[src/rtl/mult_pkg.sv]
// Shared definitions for the signed shift-add multiplier controller.
//   state_t    : controller states
//   MULT_WIDTH : default multiplier width / iteration count
package mult_pkg;

   localparam int MULT_WIDTH = 8;

   typedef enum logic [2:0] {
      IDLE,
      CLEAR,
      ADD,
      SHIFT,
      DONE
   } state_t;

endpackage

[src/rtl/multiplier_control_iter_counter.sv]
// Iteration counter for the multiplier controller. Counts 0..WIDTH-1.
// Ports:
//   clk    : clock, all updates on the rising edge
//   clear  : synchronous clear to zero (highest priority)
//   enable : increment by one
//   last   : high while the count equals WIDTH-1
module iter_counter
   import mult_pkg::*;
#(
   parameter int WIDTH = MULT_WIDTH
) (
   input  logic clk,
   input  logic clear,
   input  logic enable,
   output logic last
);

   localparam int CNT_W = (WIDTH > 1) ? $clog2(WIDTH) : 1;

   logic [CNT_W-1:0] count;

   // Clear wins over enable so a reset or a new start always begins at bit 0.
   always_ff @(posedge clk) begin
      if (clear) begin
         count <= '0;
      end else if (enable) begin
         count <= count + CNT_W'(1);
      end
   end

   assign last = (count == CNT_W'(WIDTH - 1));

endmodule

[src/rtl/multiplier_control.sv]
// Sequencing controller for the 8-bit signed shift-add multiplier.
// Runs one add-then-shift iteration per multiplier bit and subtracts in the
// final iteration to apply the two's-complement sign weight.
// Ports:
//   Clk          : clock
//   Reset        : synchronous, active-high reset
//   Run          : level start request
//   ClearA_LoadB : request to load B from the switches while idle
//   M            : current multiplier LSB (B[0])
//   Clr_XA       : clear A and x
//   Ld_XA        : load adder result into x:A
//   Ld_B         : load B from the switches
//   Shift_En     : arithmetic right shift of x:A:B
//   Sub          : adder select, 1 = A - S, 0 = A + S
//   Done         : product in A:B is valid
module multiplier_control
   import mult_pkg::*;
#(
   parameter int WIDTH = MULT_WIDTH
) (
   input  logic Clk,
   input  logic Reset,
   input  logic Run,
   input  logic ClearA_LoadB,
   input  logic M,
   output logic Clr_XA,
   output logic Ld_XA,
   output logic Ld_B,
   output logic Shift_En,
   output logic Sub,
   output logic Done
);

   state_t state;
   state_t next_state;
   logic   cnt_clear;
   logic   cnt_en;
   logic   cnt_last;

   // The counter restarts on reset and whenever an operation is launched, and
   // advances on every SHIFT except the final one so it never wraps.
   assign cnt_clear = Reset | ((state == IDLE) & Run);
   assign cnt_en    = (state == SHIFT) & ~cnt_last;

   iter_counter #(
      .WIDTH(WIDTH)
   ) u_iter_counter (
      .clk    (Clk),
      .clear  (cnt_clear),
      .enable (cnt_en),
      .last   (cnt_last)
   );

   // State register with synchronous reset back to IDLE.
   always_ff @(posedge Clk) begin
      if (Reset) begin
         state <= IDLE;
      end else begin
         state <= next_state;
      end
   end

   // Next-state and output decode. Ld_XA, Sub and Ld_B are the only outputs
   // that look at inputs; every output is forced low while Reset is high so
   // the datapath sees no activity during the reset cycle.
   always_comb begin
      next_state = state;
      Clr_XA     = 1'b0;
      Ld_XA      = 1'b0;
      Ld_B       = 1'b0;
      Shift_En   = 1'b0;
      Sub        = 1'b0;
      Done       = 1'b0;

      case (state)
         IDLE: begin
            Ld_B = ClearA_LoadB & ~Run;
            if (Run) begin
               next_state = CLEAR;
            end
         end
         CLEAR: begin
            Clr_XA     = 1'b1;
            next_state = ADD;
         end
         ADD: begin
            Ld_XA      = M;
            Sub        = M & cnt_last;
            next_state = SHIFT;
         end
         SHIFT: begin
            Shift_En = 1'b1;
            if (cnt_last) begin
               next_state = DONE;
            end else begin
               next_state = ADD;
            end
         end
         DONE: begin
            Done = 1'b1;
            if (!Run) begin
               next_state = IDLE;
            end
         end
         default: begin
            next_state = IDLE;
         end
      endcase

      if (Reset) begin
         next_state = IDLE;
         Clr_XA     = 1'b0;
         Ld_XA      = 1'b0;
         Ld_B       = 1'b0;
         Shift_En   = 1'b0;
         Sub        = 1'b0;
         Done       = 1'b0;
      end
   end

endmodule

[config.mk]
export PLATFORM = sky130hd
export DESIGN_NAME = multiplier_control
export DESIGN_NICKNAME = d
export VERILOG_FILES = /design/src/rtl/mult_pkg.sv /design/src/rtl/multiplier_control_iter_counter.sv /design/src/rtl/multiplier_control.sv
export SDC_FILE = /design/constraint.sdc
export NUM_CORES = 1
export LEC_CHECK = 0
export CAP_MARGIN = 20
export CORE_UTILIZATION = 25
export DETAILED_ROUTE_END_ITERATION = 8
export HOLD_SLACK_MARGIN = 0.06
export PLACE_DENSITY = 0.48
export SLEW_MARGIN = 5
export SYNTH_ARGS = -nofsm -noshare
export SYNTH_HDL_FRONTEND = slang
export SYNTH_SLANG_ARGS = --single-unit
[constraint.sdc]
create_clock -name Clk -period 2.8 [get_ports Clk]
set_clock_uncertainty 0.15 [all_clocks]
set_input_delay 0.42 -clock Clk [delete_from_list [all_inputs] [get_ports Clk]]
set_output_delay 0.42 -clock Clk [all_outputs]
set_load 0.02 [all_outputs]
==> parameters.txt <==
Parameter                              Value

Critical path
  Capturing point of the worst reg2reg path    u_iter_counter.count[2]$_SDFFE_PP0P_
  Startpoint of the worst-slack reg-to-reg timing path    u_iter_counter.count[0]$_SDFFE_PP0P_
  Maximum fanout along the worst path    7
  Crit path from    Reset
  Worst Setup Start Kind    primary input
  Register-to-register setup slack    1.17 ns
  Capture point of the worst path    Sub
  Path depth of the worst reg2reg path    5
  Worst Path Class, Setup    in2out
  Critical path endpoint category    output pin
  Data required, critical path    2.23 ns
  Data arrival, critical path    2.08 ns

Logic synthesis
  Number of warnings printed during yosys synthesis    0
  Async set-or-reset flop fraction in the synthesized netlist    0%
  Synth Register Bits    6
  Commonest register cell after synthesis    dfxtp_1
  Sequential-to-total area share from yosys stat    32.9%
  Synth area leaders    dfxtp_1 (33%), nor4b_1 (7.2%), ha_1 (6.8%)
  Post-Synthesis Cell Area    365 um2
  Top cells by count, synth    dfxtp_1 (6), nor4b_1 (3)
  Distinct cell type count after synthesis    23
  Synth top area share    32.9%
  Cell count after synthesis    35
  Count leader, synth    dfxtp_1
  Mapped Nets    42
  Number of enable flip-flop cells after synthesis    0
  Synthesized area per cell    10.4 um2
  Post-synth top area cell    dfxtp_1

Die
  Number of core rows    13
  Starting Density    27.4%
  Area enclosed by the die boundary    1620 um2
  Die outline width    40.2 um
  Core outline area    1330 um2
  Die Y-Extent    40.2 um
  # IOs    11

Timing
  Worst max-slew margin expressed relative to the limit    75.4%
  Period utilization    94.5%
  RSZ-0062 raised after global routing    false
  Hold Vio Cnt, Final    0
  Worst Tran Pin Value    0.369 ns
  Post-layout min period    2.65 ns
  Final number of setup-violating endpoints    0
  Accumulated negative setup slack    0 ns
  Highest clock rate    378 MHz
  Final Max Slew Viols    0

Final layout
  Share of layout cells above drive strength 1    21.7%
  # diodes    0
  Area grow syn2layout    34.2%
  Number of nets in the layout    55

Drt
  Number of vias in the routed layout    308
  Residual antenna-violating net count after detailed routing    0
  Routed via count divided by cell count    5.05
  Length of the first detailed-routing pass in iterations    2
  Detailed-route wire length    801 um
  Violation count after the first detailed-route iteration    3
  Remaining routing DRC violations    0
  Per-cell routed wire length    13.1 um

GRT
  Met2 usage in global routing    20.6%
  Maximum number of pins on one net before global-route repair    13
  First-pass GRT wire length    1.20 mm
  GRT Overall Usage    11.8%
  Via count of the first global-routing pass    290
  GRT Residual Overflow    0
  Number of antenna violations at the first check in global routing    0
  Most utilized layer in the global route result    met2
  Met3 routing resource usage after global routing    3.33%
  GR Util met1    11.3%

Power and ir drop
  Final Total Pwr    0.000204 W
  Leakage Power    0.194 nW
  Maximum VDD drop    0.178 mV
  Pwr Density    417 nW/um2

Clocking
  Deepest level of the CTS H-tree    1
  Max clock buf depth    2
  Insertion delay of the later-clocked pin in the worst-skew pair    0.24 ns
  TritonCTS buffer count    3
  TritonCTS clock tree    built
  Root buffer selected by CTS    clkbuf_4
  Clock slew at reported path FFs    0.05 ns
  Post-cts sizing count    0
  Number of buffers inserted to repair setup after CTS    0
  Number of sinks driven by the clock tree    6
  Number of buffers inserted for hold repair after clock tree synthesis    0

Placement
  Number of buffers inserted by port buffering    10
  Post-DP HPWL    574 um
  Gp weighted congestion    0.613

Outcome
  Run status    complete, no violations

Flow run
  MaxCap Viol Count    0

Min path
  Path category of the worst min-delay check    reg2reg
report_power, final:
part,switching (W),internal (W)
clock network,0.0000326,0.0000486
registers,0.00000706,0.0000884
logic,0.0000112,0.0000167
total,0.0000508,0.000154
worst min-delay path by stage:
stage	from	endpoint	slack (ns)	depth (start not counted)
after floorplan	u_iter_counter.count[1]$_SDFFE_PP0P_	u_iter_counter.count[1]$_SDFFE_PP0P_	0.31	2
after global placement	u_iter_counter.count[1]$_SDFFE_PP0P_	u_iter_counter.count[1]$_SDFFE_PP0P_	0.34	2
after detailed placement	u_iter_counter.count[2]$_SDFFE_PP0P_	u_iter_counter.count[2]$_SDFFE_PP0P_	0.35	2
after CTS	u_iter_counter.count[2]$_SDFFE_PP0P_	u_iter_counter.count[2]$_SDFFE_PP0P_	0.37	2
after global routing	u_iter_counter.count[1]$_SDFFE_PP0P_	u_iter_counter.count[1]$_SDFFE_PP0P_	0.40	2
final	u_iter_counter.count[1]$_SDFFE_PP0P_	u_iter_counter.count[1]$_SDFFE_PP0P_	0.37	2
layout make-up:
cell class,count,area (um2)
Clock buffer,3,22.5
Timing Repair Buffer,11,110
Fill cell,151,843
Multi-Input combinational cell,26,219
Sequential cell,6,120
Tap cell,15,18.8
metrics by stage:
stage | setup WS, ns | std cells | hold WS (ns) | util, % | cell area [um2]
after floorplan | 1.00 | 35 | 0.315 | - | 365
after global placement | 0.0939 | 58 | 0.337 | 34.9 | 465
after detailed placement | 0.0680 | 58 | 0.354 | 34.9 | 465
after CTS | 0.0635 | 61 | 0.365 | 36.6 | 488
after global routing | 0.0552 | 61 | 0.404 | 36.8 | 490
final | 0.153 | 61 | 0.368 | 36.8 | 490
critical path, cell delays in order:
cell and delay, ns:
clkdlybuf4s50_1 0.42, buf_4 0.17, nor3_2 0.14, and3_1 0.20, and2_1 0.13, clkdlybuf4s50_1 0.60
state kept, by name, summed over array words and instances, names as in the netlist:
signal,count
u_iter_counter.count,3
state,3
placed cells by master (no fill, tap or decap):
master           instances
dlymetal6s2s_1           1
and3_1                   1
nor2_1                   2
clkbuf_4                 3
nand4bb_1                1
xnor2_1                  1
and4bb_4                 1
nor4b_1                  3
nor3_1                   1
and2_1                   1
o21ai_0                  1
clkdlybuf4s50_1          9
ha_1                     2
mux2i_1                  2
nand4b_1                 1
nand3_1                  1
or2_2                    1
and4bb_2                 1
a21oi_1                  1
o21a_1                   1
buf_4                    1
dfxtp_1                  6
nor3_2                   2
or4b_1                   1
nor2_2                   1
logic make-up after synthesis:
kind of cell,Yosys count,synth area share (%)
AOI/OAI and AO/OA,3,4.79
DFF,6,32.9
xor gates and xnor gates,1,2.40
muxes,2,5.48
buffers and inverters,3,7.19
and+or+nand+nor,18,40.4
adders and majority gates,2,6.85
per-layer routing:
layer	vias to the layer above	wire, um
met5	-	0
met4	0	0
met3	0	36
met2	11	399
met1	144	365
li1	153	-
Power figures use the tool's default switching activity.
